### src/rtl/ahb_bus_arbiter_if.sv
// Bundles the requester handshakes and the AHB-Lite bus of the two-master arbiter.
// Modport master is the arbiter, which drives the AHB bus; slave is everything around it.
interface ahb_bus_arbiter_if #(
    parameter int ADDR_W = 32,
    parameter int DATA_W = 32
);
    logic              req0;
    logic [ADDR_W-1:0] addr0;
    logic              req1;
    logic              we1;
    logic [ADDR_W-1:0] addr1;
    logic [2:0]        size1;
    logic [DATA_W-1:0] wdata1;
    logic              gnt0;
    logic              gnt1;
    logic              done0;
    logic              done1;
    logic [DATA_W-1:0] rdata;
    logic              err;
    logic [1:0]        htrans;
    logic [ADDR_W-1:0] haddr;
    logic              hwrite;
    logic [2:0]        hsize;
    logic [3:0]        hprot;
    logic [DATA_W-1:0] hwdata;
    logic              hready;
    logic              hresp;
    logic [DATA_W-1:0] hrdata;

    modport master (
        input  req0, addr0, req1, we1, addr1, size1, wdata1, hready, hresp, hrdata,
        output gnt0, gnt1, done0, done1, rdata, err,
        output htrans, haddr, hwrite, hsize, hprot, hwdata
    );

    modport slave (
        output req0, addr0, req1, we1, addr1, size1, wdata1, hready, hresp, hrdata,
        input  gnt0, gnt1, done0, done1, rdata, err,
        input  htrans, haddr, hwrite, hsize, hprot, hwdata
    );
endinterface

### src/rtl/ahb_bus_arbiter.sv
// Round-robin two-master AHB-Lite arbiter running one non-pipelined transfer at a time.
// Define AHB_ARB_TIMEOUT_EN to abort data phases that wait TIMEOUT_CYCLES without hready.
module ahb_bus_arbiter #(
    parameter int ADDR_W         = 32,
    parameter int DATA_W         = 32,
    parameter int TIMEOUT_CYCLES = 16
) (
    input logic             clk,
    input logic             reset,
    ahb_bus_arbiter_if.master bus
);
    typedef enum logic [1:0] {ST_IDLE, ST_ADDR, ST_DATA} state_t;

    state_t            state_q, state_d;
    logic              last_gnt_q, last_gnt_d;
    logic              gnt0_q, gnt0_d, gnt1_q, gnt1_d;
    logic              done0_q, done0_d, done1_q, done1_d;
    logic [DATA_W-1:0] rdata_q, rdata_d;
    logic              err_q, err_d;
    logic [1:0]        htrans_q, htrans_d;
    logic [ADDR_W-1:0] haddr_q, haddr_d;
    logic              hwrite_q, hwrite_d;
    logic [2:0]        hsize_q, hsize_d;
    logic [3:0]        hprot_q, hprot_d;
    logic [DATA_W-1:0] hwdata_q, hwdata_d;

    logic elig0, elig1, grant_any, pick1, abort_hit;

    if (TIMEOUT_CYCLES < 1) begin : g_bad_timeout
        $error("TIMEOUT_CYCLES must be at least 1");
    end

    // A requester is ignored in its own done cycle so a held req is not re-granted.
    assign elig0     = bus.req0 && !done0_q;
    assign elig1     = bus.req1 && !done1_q;
    assign grant_any = elig0 || elig1;
    assign pick1     = elig1 && (!elig0 || !last_gnt_q);

`ifdef AHB_ARB_TIMEOUT_EN
    localparam int WAIT_W = $clog2(TIMEOUT_CYCLES + 1);
    logic [WAIT_W-1:0] wait_q, wait_d;

    assign abort_hit = (state_q == ST_DATA) && !bus.hready &&
                       (wait_q == WAIT_W'(TIMEOUT_CYCLES - 1));

    always_ff @(posedge clk or negedge reset) begin
        if (!reset) begin
            wait_q <= '0;
        end else begin
            wait_q <= wait_d;
        end
    end

    always_comb begin
        wait_d = wait_q;
        if (state_q == ST_ADDR) begin
            wait_d = '0;
        end else if (state_q == ST_DATA && !bus.hready) begin
            wait_d = wait_q + 1'b1;
        end
    end
`else
    assign abort_hit = 1'b0;
`endif

    always_ff @(posedge clk or negedge reset) begin
        if (!reset) begin
            state_q    <= ST_IDLE;
            last_gnt_q <= 1'b1;
            gnt0_q     <= 1'b0;
            gnt1_q     <= 1'b0;
            done0_q    <= 1'b0;
            done1_q    <= 1'b0;
            rdata_q    <= '0;
            err_q      <= 1'b0;
            htrans_q   <= 2'b00;
            haddr_q    <= '0;
            hwrite_q   <= 1'b0;
            hsize_q    <= 3'b000;
            hprot_q    <= 4'b0000;
            hwdata_q   <= '0;
        end else begin
            state_q    <= state_d;
            last_gnt_q <= last_gnt_d;
            gnt0_q     <= gnt0_d;
            gnt1_q     <= gnt1_d;
            done0_q    <= done0_d;
            done1_q    <= done1_d;
            rdata_q    <= rdata_d;
            err_q      <= err_d;
            htrans_q   <= htrans_d;
            haddr_q    <= haddr_d;
            hwrite_q   <= hwrite_d;
            hsize_q    <= hsize_d;
            hprot_q    <= hprot_d;
            hwdata_q   <= hwdata_d;
        end
    end

    always_comb begin
        state_d = state_q;
        case (state_q)
            ST_IDLE: if (grant_any) state_d = ST_ADDR;
            ST_ADDR: state_d = ST_DATA;
            ST_DATA: if (bus.hready || abort_hit) state_d = ST_IDLE;
            default: state_d = ST_IDLE;
        endcase
    end

    // Registered outputs: every field holds unless the current state updates it.
    always_comb begin
        last_gnt_d = last_gnt_q;
        gnt0_d     = gnt0_q;
        gnt1_d     = gnt1_q;
        done0_d    = 1'b0;
        done1_d    = 1'b0;
        rdata_d    = rdata_q;
        err_d      = err_q;
        htrans_d   = htrans_q;
        haddr_d    = haddr_q;
        hwrite_d   = hwrite_q;
        hsize_d    = hsize_q;
        hprot_d    = hprot_q;
        hwdata_d   = hwdata_q;
        case (state_q)
            ST_IDLE: begin
                if (grant_any) begin
                    last_gnt_d = pick1;
                    gnt0_d     = !pick1;
                    gnt1_d     = pick1;
                    htrans_d   = 2'b10;
                    haddr_d    = pick1 ? bus.addr1 : bus.addr0;
                    hwrite_d   = pick1 && bus.we1;
                    hsize_d    = pick1 ? bus.size1 : 3'b010;
                    hprot_d    = pick1 ? 4'b0011 : 4'b0010;
                    hwdata_d   = pick1 ? bus.wdata1 : '0;
                end
            end
            ST_ADDR: begin
                htrans_d = 2'b00;
            end
            ST_DATA: begin
                if (bus.hready) begin
                    done0_d = gnt0_q;
                    done1_d = gnt1_q;
                    rdata_d = hwrite_q ? '0 : bus.hrdata;
                    err_d   = bus.hresp;
                    gnt0_d  = 1'b0;
                    gnt1_d  = 1'b0;
                end else if (abort_hit) begin
                    done0_d = gnt0_q;
                    done1_d = gnt1_q;
                    rdata_d = '0;
                    err_d   = 1'b1;
                    gnt0_d  = 1'b0;
                    gnt1_d  = 1'b0;
                end
            end
            default: begin
                gnt0_d = 1'b0;
                gnt1_d = 1'b0;
            end
        endcase
    end

    assign bus.gnt0   = gnt0_q;
    assign bus.gnt1   = gnt1_q;
    assign bus.done0  = done0_q;
    assign bus.done1  = done1_q;
    assign bus.rdata  = rdata_q;
    assign bus.err    = err_q;
    assign bus.htrans = htrans_q;
    assign bus.haddr  = haddr_q;
    assign bus.hwrite = hwrite_q;
    assign bus.hsize  = hsize_q;
    assign bus.hprot  = hprot_q;
    assign bus.hwdata = hwdata_q;
endmodule

### src/flat_wrapper.sv
// flat-port wrapper written by rule: the top's interface ports become plain ports
module ahb_bus_arbiter_flat 
#(
    parameter int ADDR_W         = 32,
    parameter int DATA_W         = 32,
    parameter int TIMEOUT_CYCLES = 16
)
  (clk, reset, bus_req0, bus_addr0, bus_req1, bus_we1, bus_addr1, bus_size1, bus_wdata1, bus_hready, bus_hresp, bus_hrdata, bus_gnt0, bus_gnt1, bus_done0, bus_done1, bus_rdata, bus_err, bus_htrans, bus_haddr, bus_hwrite, bus_hsize, bus_hprot, bus_hwdata);
  ahb_bus_arbiter_if #(.ADDR_W(ADDR_W), .DATA_W(DATA_W)) bus_i ();
  input logic clk;
  input logic reset;
  input wire logic [$bits(bus_i.req0)-1:0] bus_req0;
  input wire logic [$bits(bus_i.addr0)-1:0] bus_addr0;
  input wire logic [$bits(bus_i.req1)-1:0] bus_req1;
  input wire logic [$bits(bus_i.we1)-1:0] bus_we1;
  input wire logic [$bits(bus_i.addr1)-1:0] bus_addr1;
  input wire logic [$bits(bus_i.size1)-1:0] bus_size1;
  input wire logic [$bits(bus_i.wdata1)-1:0] bus_wdata1;
  input wire logic [$bits(bus_i.hready)-1:0] bus_hready;
  input wire logic [$bits(bus_i.hresp)-1:0] bus_hresp;
  input wire logic [$bits(bus_i.hrdata)-1:0] bus_hrdata;
  output wire logic [$bits(bus_i.gnt0)-1:0] bus_gnt0;
  output wire logic [$bits(bus_i.gnt1)-1:0] bus_gnt1;
  output wire logic [$bits(bus_i.done0)-1:0] bus_done0;
  output wire logic [$bits(bus_i.done1)-1:0] bus_done1;
  output wire logic [$bits(bus_i.rdata)-1:0] bus_rdata;
  output wire logic [$bits(bus_i.err)-1:0] bus_err;
  output wire logic [$bits(bus_i.htrans)-1:0] bus_htrans;
  output wire logic [$bits(bus_i.haddr)-1:0] bus_haddr;
  output wire logic [$bits(bus_i.hwrite)-1:0] bus_hwrite;
  output wire logic [$bits(bus_i.hsize)-1:0] bus_hsize;
  output wire logic [$bits(bus_i.hprot)-1:0] bus_hprot;
  output wire logic [$bits(bus_i.hwdata)-1:0] bus_hwdata;
  assign bus_i.req0 = bus_req0;
  assign bus_i.addr0 = bus_addr0;
  assign bus_i.req1 = bus_req1;
  assign bus_i.we1 = bus_we1;
  assign bus_i.addr1 = bus_addr1;
  assign bus_i.size1 = bus_size1;
  assign bus_i.wdata1 = bus_wdata1;
  assign bus_i.hready = bus_hready;
  assign bus_i.hresp = bus_hresp;
  assign bus_i.hrdata = bus_hrdata;
  assign bus_gnt0 = bus_i.gnt0;
  assign bus_gnt1 = bus_i.gnt1;
  assign bus_done0 = bus_i.done0;
  assign bus_done1 = bus_i.done1;
  assign bus_rdata = bus_i.rdata;
  assign bus_err = bus_i.err;
  assign bus_htrans = bus_i.htrans;
  assign bus_haddr = bus_i.haddr;
  assign bus_hwrite = bus_i.hwrite;
  assign bus_hsize = bus_i.hsize;
  assign bus_hprot = bus_i.hprot;
  assign bus_hwdata = bus_i.hwdata;
  ahb_bus_arbiter #(.ADDR_W(ADDR_W), .DATA_W(DATA_W), .TIMEOUT_CYCLES(TIMEOUT_CYCLES)) u_core (.clk(clk), .reset(reset), .bus(bus_i));
endmodule
### config.mk
export PLATFORM = sky130hd
export DESIGN_NAME = ahb_bus_arbiter_flat
export DESIGN_NICKNAME = d
export VERILOG_FILES = /design/src/rtl/ahb_bus_arbiter_if.sv /design/src/rtl/ahb_bus_arbiter.sv /design/src/flat_wrapper.sv
export SDC_FILE = /design/constraint.sdc
export NUM_CORES = 1
export LEC_CHECK = 0
export CAP_MARGIN = 30
export CORE_ASPECT_RATIO = 1.4
export CORE_MARGIN = 2
export CORE_UTILIZATION = 35
export CTS_CLUSTER_SIZE = 25
export DETAILED_ROUTE_END_ITERATION = 6
export GPL_ROUTABILITY_DRIVEN = 0
export HOLD_SLACK_MARGIN = 0.08
export PLACE_DENSITY = 0.85
export SYNTH_ARGS = -nofsm -noshare
export SYNTH_HDL_FRONTEND = slang
export SYNTH_SLANG_ARGS = --single-unit
### constraint.sdc
create_clock -name clk -period 2 [get_ports clk]
set_clock_uncertainty 0.05 [all_clocks]
set_input_delay 0.6 -clock clk [delete_from_list [all_inputs] [get_ports clk]]
set_output_delay 0.6 -clock clk [all_outputs]
set_load 0.03 [all_outputs]
==> flow_metrics.env, run 1 <==
export IMPL_drtIter0Drc=179
export IMPL_grt_use_total_pct=19.6
export IMPL_path_clk_slew_ns=0.08
export IMPL_start_util_pct=35.4
export IMPL_viasPerCell=5.14
export IMPL_drt_pass1_iterations=4
export IMPL_worstSetupPathType="in -> reg"
export IMPL_grt_pass1_vias=4209
export IMPL_wl_per_cell_microns=18.1
export IMPL_reg2reg_depth=4
export IMPL_grt_antenna_before_repair=0
export IMPL_hpwl_microns=10100
export IMPL_gr_total_overflow=0
export IMPL_syn2layout_area_growth_pct=62.9
export IMPL_ant_nets=0
export IMPL_drv_cap=0
export IMPL_cp_startpoint="bus_req0"
export IMPL_route_vias_total=3962
export IMPL_drc_errors=0
export IMPL_synthSimpleGateAreaFrac_pct=13.7
export IMPL_synth_area_per_cell_sq_um=12.2
export IMPL_yosys_warnings=0
export IMPL_fin_crit_ns=1.97
export IMPL_worst_slack_ns=0.0333
export IMPL_synth_compound_area_share_pct=19.6
export IMPL_cts_max_path_buffers=2
export IMPL_status="finished, final reports clean"
export IMPL_final_cell_area_sq_um=7350
export IMPL_synth_xor_xnor_area_share_pct=0
export IMPL_regArea_sq_um=2780
export IMPL_dieArea_sq_um=13800
export IMPL_synth_cell_types=33
export IMPL_finalSetupViolCount=0
export IMPL_cts_sinks=111
export IMPL_hold_violations=0
export IMPL_powerDensity_nw_per_um2=1530
export IMPL_worstPathMaxFanout=29
export IMPL_cts_tree="done"
export IMPL_ys_async_sr_fraction_pct=100
export IMPL_synth_seq_cells=111
export IMPL_diodes=0
export IMPL_r2r_setup_slack_ns=0.29
export IMPL_crit_path_end_kind="flop"
export IMPL_place_ws_ns=-0.388
export IMPL_die_h_microns=138
export IMPL_worstMarginPinSlew_ns=0.589
export IMPL_synth_edf_count=0
export IMPL_core_sq_um=12800
export IMPL_rr_startpoint="u_core.bus.done0$_DFF_PN0_"
export IMPL_io_buffers=245
export IMPL_worst_setup_path_start_kind="input pin"
export IMPL_clock_latency_ns=0.35
export IMPL_fin_util_pct=57.7
export IMPL_max_freq_mhz=508
export IMPL_grt_max_degree=112
export IMPL_cts_buffers=9
export IMPL_synthCells=371
export IMPL_maxSlewHeadroom_pct=60.7
export IMPL_cellLeakagePower_nw=3.64
export IMPL_routed_wl_microns=14000
export IMPL_row_count=49
export IMPL_synth_area_sq_um=4510
export IMPL_num_nets_final=751
export IMPL_place_area_sq_um=7170
export IMPL_die_width_microns=100
export IMPL_ioPinCount=249
export IMPL_reg2reg_to="u_core.bus.haddr[6]$_DFFE_PN0P_"
export IMPL_hp_class="in -> async"
export IMPL_synthAdderAreaFrac_pct=0
export IMPL_grt_pass1_wl_microns=21600
export IMPL_root_buffer="clkbuf_16"
export IMPL_layout_drive_gt1_share_pct=7.44
export IMPL_crit_arrival_ns=2.15
export IMPL_fill_cells=1127
export IMPL_synth_top_family_by_area="compound AO/OA/AOI/OAI gates"
export IMPL_finalPower_mw=11.3
export IMPL_peakVddDrop_mv=0.738
export IMPL_multi_input_comb_area_sq_um=1540
export IMPL_worstPathRequired_ns=2.18
export IMPL_synthFlopType="dfrtp_1"
export IMPL_rsz0062_at_grt="false"
export IMPL_ys_seq_area_share_pct=61.6
export IMPL_drv_slew=0
export IMPL_final_period_utilization_pct=98.3
export IMPL_cts_max_level=3
export IMPL_muxShareOfSynthArea_pct=0.249
worst max-delay path, stage by stage:
cell             delay (ns)
clkdlybuf4s50_1        0.49
nor2b_1                0.24
a2111oi_4              0.10
buf_4                  0.17
clkbuf_16              0.20
a221o_1                0.32
repair_timing:
item,4_1_cts,5_1_grt
hold buffers,0,0
gates resized for setup,108,3
endpoints found under the setup margin,110,36
gates cloned,0,1
pin swaps,0,1
setup buffers,0,1
through the flow:
step,hold slack (ns),setup TNS [ns],cells
2_1_floorplan,0.254,0,373
3_3_place_gp,0.402,-21.38,753
3_5_place_dp,0.414,-23.89,753
4_1_cts,0.300,0,769
5_1_grt,0.330,0,771
6_report,0.270,0,771
placed cells by master (no fill, tap or decap), types with 3 or more instances in the layout:
master,instances
clkdlybuf4s50_1,135
dfrtp_1,110
dlygate4sd2_1,107
a22o_1,35
nand2b_1,34
nand2_1,33
and3_1,32
a221o_1,32
o21ai_1,23
buf_4,13
o21ai_0,10
clkbuf_16,10
buf_12,5
inv_1,3
nor2_1,3
conb_1,3
clkinv_4,3
worst max path at each step:
stage / to / slack, ns
global placement: u_core.bus.haddr[24]$_DFFE_PN0P_ / -0.34
global route: u_core.bus.haddr[6]$_DFFE_PN0P_ / 0.001
detailed placement: u_core.bus.haddr[12]$_DFFE_PN0P_ / -0.39
floorplan: u_core.bus.haddr[30]$_DFFE_PN0P_ / 0.16
finish: u_core.bus.haddr[29]$_DFFE_PN0P_ / 0.03
CTS: u_core.bus.haddr[14]$_DFFE_PN0P_ / 0.001
cell type report:
cell class | instances | share of cell area [%]
well taps | 153 | 2.60
repair buffers | 264 | 34.6
inverters | 4 | 0.204
clock buffers | 10 | 3.25
multi-input cells | 223 | 20.9
clock inverters | 6 | 0.613
flip-flops and latches | 111 | 37.8
kinds of logic (layout without fill, tap and decap cells):
kind of cell    after synthesis  count (layout)
buf+inv                      39             284
other cells                   1               3
flops                       111             111
simple gates                110             110
mux                           1               1
compound gates              109             109
cell usage after synthesis (all sizes together), types with 2 or more instances:
| cell | instances | share of area [%] |
|---|---|---|
| dfrtp | 110 | 61 |
| a22o | 35 | 6.8 |
| nand2b | 35 | 5.0 |
| nand2 | 33 | 2.7 |
| o21ai | 33 | 3.7 |
| a221o | 32 | 7.1 |
| and3 | 32 | 4.4 |
| clkbuf | 19 | 1.6 |
| buf | 16 | 2.9 |
| inv | 4 | 0.33 |
| nor2 | 3 | 0.25 |
| a21o | 2 | 0.33 |
| nor2b | 2 | 0.28 |
metal layers:
| layer | vias up | wire [microns] | track usage [%] |
|---|---|---|---|
| li1 | 1826 | - | - |
| met1 | 1919 | 5390 | 23.0 |
| met2 | 184 | 7150 | 34.2 |
| met3 | 33 | 1050 | 4.60 |
| met4 | 0 | 386 | 8.07 |
| met5 | - | 0 | 0 |
registers in the layout, indices dropped and copies added (netlist names):
name	cells
u_core.bus.done0	1
u_core.bus.done1	1
u_core.bus.err	1
u_core.bus.gnt0	1
u_core.bus.gnt1	1
u_core.bus.haddr	32
u_core.bus.hprot	2
u_core.bus.hsize	3
u_core.bus.htrans	1
u_core.bus.hwdata	32
u_core.bus.hwrite	1
u_core.bus.rdata	32
u_core.last_gnt_q	1
u_core.state_q	2
power by group:
part | internal, mW | total [mW] | leakage, nW | switching (mW)
registers | 3.20 | 3.76 | 1.40 | 0.563
logic | 2.30 | 5.80 | 2.10 | 3.49
clock network | 0.888 | 1.72 | 0.143 | 0.835
total | 6.39 | 11.3 | 3.64 | 4.89
Power figures use the tool's default switching activity.
==> inputs of run 2 (changes only) <==
Settings changed: ABC_AREA set to 1, PLACE_DENSITY 0.85 to 0.83.
==> run 2 against run 1 <==
Critical path depth fell by 5. Count of clock-buffer cells in the layout fell by 1. Power rose by 6.3%. Worst setup slack improved by 0.11 ns. Cell area rose by 5.6%. Non-clock buffer count fell by 5. Hold slack got worse by 0.029 ns. Critical path type is now reg -> out. Critical endpoint is now bus_done1. Largest power group unchanged.
==> flow_metrics.env, run 2 <==
export IMPL_status="finished, final reports clean"
export IMPL_p_seq_share_pct=31.9
export IMPL_crit_slowest_cell="dfrtp_1"
export IMPL_wl_per_cell_microns=14.3
export IMPL_hold_violations=0
export IMPL_post_cts_buffers=0
export IMPL_ant_nets=0
export IMPL_yosys_warnings=0
export IMPL_clock_latency_ns=0.34
export IMPL_ys_top_cells_by_count="nand2_1, dfrtp_1, nand3_1"
export IMPL_cts_tree="done"
export IMPL_comb_power_share_pct=52.5
export IMPL_synth_most_common_cell="nand2_1"
export IMPL_drv_slew=0
export IMPL_hpwl_microns=10200
export IMPL_route_vias_total=4604
export IMPL_synth_edf_count=0
export IMPL_final_common_cell="nand2_1"
export IMPL_grt_pass1_wl_microns=23000
export IMPL_grt_pass1_vias=4452
export IMPL_stdcell_count=1013
export IMPL_yosysTopAreaCell="dfrtp_1"
export IMPL_ys_async_sr_fraction_pct=100
export IMPL_post_cts_resized=108
export IMPL_synthFlopType="dfrtp_1"
export IMPL_rsz0062_at_grt="false"
export IMPL_num_nets_final=961
export IMPL_p_int_mw=6.34
export IMPL_gr_total_overflow=0
export IMPL_root_buffer="clkbuf_16"
export IMPL_finalPower_mw=12.0
export IMPL_ioPinCount=249
export IMPL_ys_top_cells_by_area="dfrtp_1, nand2_1, nand3_1, nand3b_1, inv_1"
export IMPL_cellLeakagePower_nw=4.15
export IMPL_ys_seq_area_share_pct=56.8
export IMPL_crit_arrival_ns=1.21
export IMPL_peakVddDrop_mv=0.619
export IMPL_p_switching_mw=5.65
export IMPL_synthCells=589
export IMPL_dieArea_sq_um=14900
export IMPL_powerDensity_nw_per_um2=1540
export IMPL_row_count=51
export IMPL_synth_seq_cells=111
export IMPL_mostFrequentLayoutCells="nand2_1, clkdlybuf4s50_1, dfrtp_1"
export IMPL_drc_errors=0
export IMPL_worst_setup_path_start_kind="flop"
export IMPL_dp_cells=997
export IMPL_p_clk_share_pct=15.6
export IMPL_cts_sinks=111
export IMPL_worstMarginPinSlew_ns=0.606
export IMPL_fin_crit_ns=1.86
export IMPL_grt_max_degree=112
export IMPL_grt_use_total_pct=19.2
export IMPL_finalSetupViolCount=0
export IMPL_postCtsHoldBufs=0
export IMPL_syn2layout_area_growth_pct=58.8
export IMPL_fill_cells=1291
export IMPL_drtIter0Drc=320
export IMPL_maxSlewHeadroom_pct=59.6
export IMPL_drt_pass1_iterations=4
export IMPL_synth_cell_types=18
export IMPL_synth_area_per_cell_sq_um=8.30
export IMPL_cts_buffers=9
export IMPL_worstPathMaxFanout=3
export IMPL_worstPathRequired_ns=1.35
export IMPL_crit_path_cell_trace="dlygate4sd2_1"
export IMPL_regArea_sq_um=2780
export IMPL_final_period_utilization_pct=93.0
export IMPL_start_util_pct=35.5
export IMPL_max_freq_mhz=538
export IMPL_hold_slack_ns=0.241
export IMPL_io_buffers=245
export IMPL_path_buf_inv=1
export IMPL_die_width_microns=104
export IMPL_worstSetupPathType="reg -> out"
export IMPL_core_sq_um=13800
export IMPL_viasPerCell=4.54
export IMPL_max_stage_delay_ns=0.43
export IMPL_multi_input_comb_area_sq_um=1780
export IMPL_crit_family="flip-flops"
export IMPL_p_sw_share_pct=47.1
export IMPL_layout_drive_gt1_share_pct=5.31
export IMPL_hp_class="in -> async"
export IMPL_path_clk_slew_ns=0.08
export IMPL_cts_max_level=3
export IMPL_cts_max_path_buffers=2
export IMPL_die_h_microns=144
export IMPL_routed_wl_microns=14500
export IMPL_grt_antenna_before_repair=0
export IMPL_crit_path_end_kind="primary output"
export IMPL_synth_top_area_share_pct=56.3
export IMPL_synth_area_sq_um=4890
export IMPL_drv_cap=0
export IMPL_diodes=0
==> run 2: cell count changes after synthesis, sizes merged, moves of 32 or more <==
cell and delta:
and3 -32, nand2 +222, a22o -35, inv +38, nand3 +102, nand2b -35
a221o -32
==> run 2: layout make-up <==
type | instances | area share (%)
Clock inverter | 7 | 1.11
Tap cell | 185 | 2.98
Timing Repair Buffer | 259 | 32.3
Clock buffer | 9 | 2.90
Inverter | 42 | 2.03
Multi-Input combinational cell | 400 | 22.9
Sequential cell | 111 | 35.8
==> run 2: per-layer routing <==
metal  wire length (microns)  up-vias  GRT usage, %
li1                        -     2309             -
met1                    5970     2091          24.2
met2                    7190      172          31.9
met3                     869       32          4.04
met4                     450        0          8.68
met5                       0        -             0
==> run 2: final timing paths <==
path                                                       from  cells past startpoint                           endpoint  slack, ns
min in group clk                u_core.bus.hprot[1]$_DFFE_PN0P_                      1    u_core.bus.hprot[1]$_DFFE_PN0P_       0.41
worst min-delay path                                      reset                      2    u_core.bus.rdata[0]$_DFFE_PN0P_       0.24
worst max register to register    u_core.state_q[0]$_DFFE_PN0P_                      4  u_core.bus.hwdata[27]$_DFFE_PN0P_       0.59
worst max-delay path                 u_core.bus.done1$_DFF_PN0_                      1                          bus_done1       0.14
max in group asynchronous                                 reset                      2  u_core.bus.hwdata[20]$_DFFE_PN0P_       1.17
worst min register to register  u_core.bus.hprot[1]$_DFFE_PN0P_                      1    u_core.bus.hprot[1]$_DFFE_PN0P_       0.41
==> run 2: cells by family (layout without fill, tap and decap cells) <==
kind of cell	count (synthesis)	in the layout	synth area share, %
flip-flops	111	111	56.8
AND/OR/NAND/NOR	395	395	35.9
other	1	3	0.0767
buffers and inverters	80	317	7.01
AO/OA/AOI/OAI	2	2	0.205
==> run 2: stage by stage <==
stage | setup slack [ns] | util (%) | setup TNS (ns) | area, sq um
final | 0.141 | 56.3 | 0 | 7760
after detailed placement | -0.00547 | 55.1 | -0.00579 | 7590
after floorplan | 0.566 | - | 0 | 4900
after global routing | 0.0882 | 56.3 | 0 | 7760
after CTS | 0.108 | 56.3 | 0 | 7760
after global placement | 0.0232 | 55.1 | 0 | 7590
==> run 2: power groups by stage <==
stage | Clock (mW) | Sequential (mW) | Combinational [mW]
finish | 1.87 | 3.82 | 6.30
global route | 2.01 | 3.96 | 6.82
CTS | 1.93 | 3.83 | 6.38
detailed placement | 0 | 3.87 | 7.08
global placement | 0 | 3.88 | 6.97
floorplan | 0 | 5.86 | 1.94
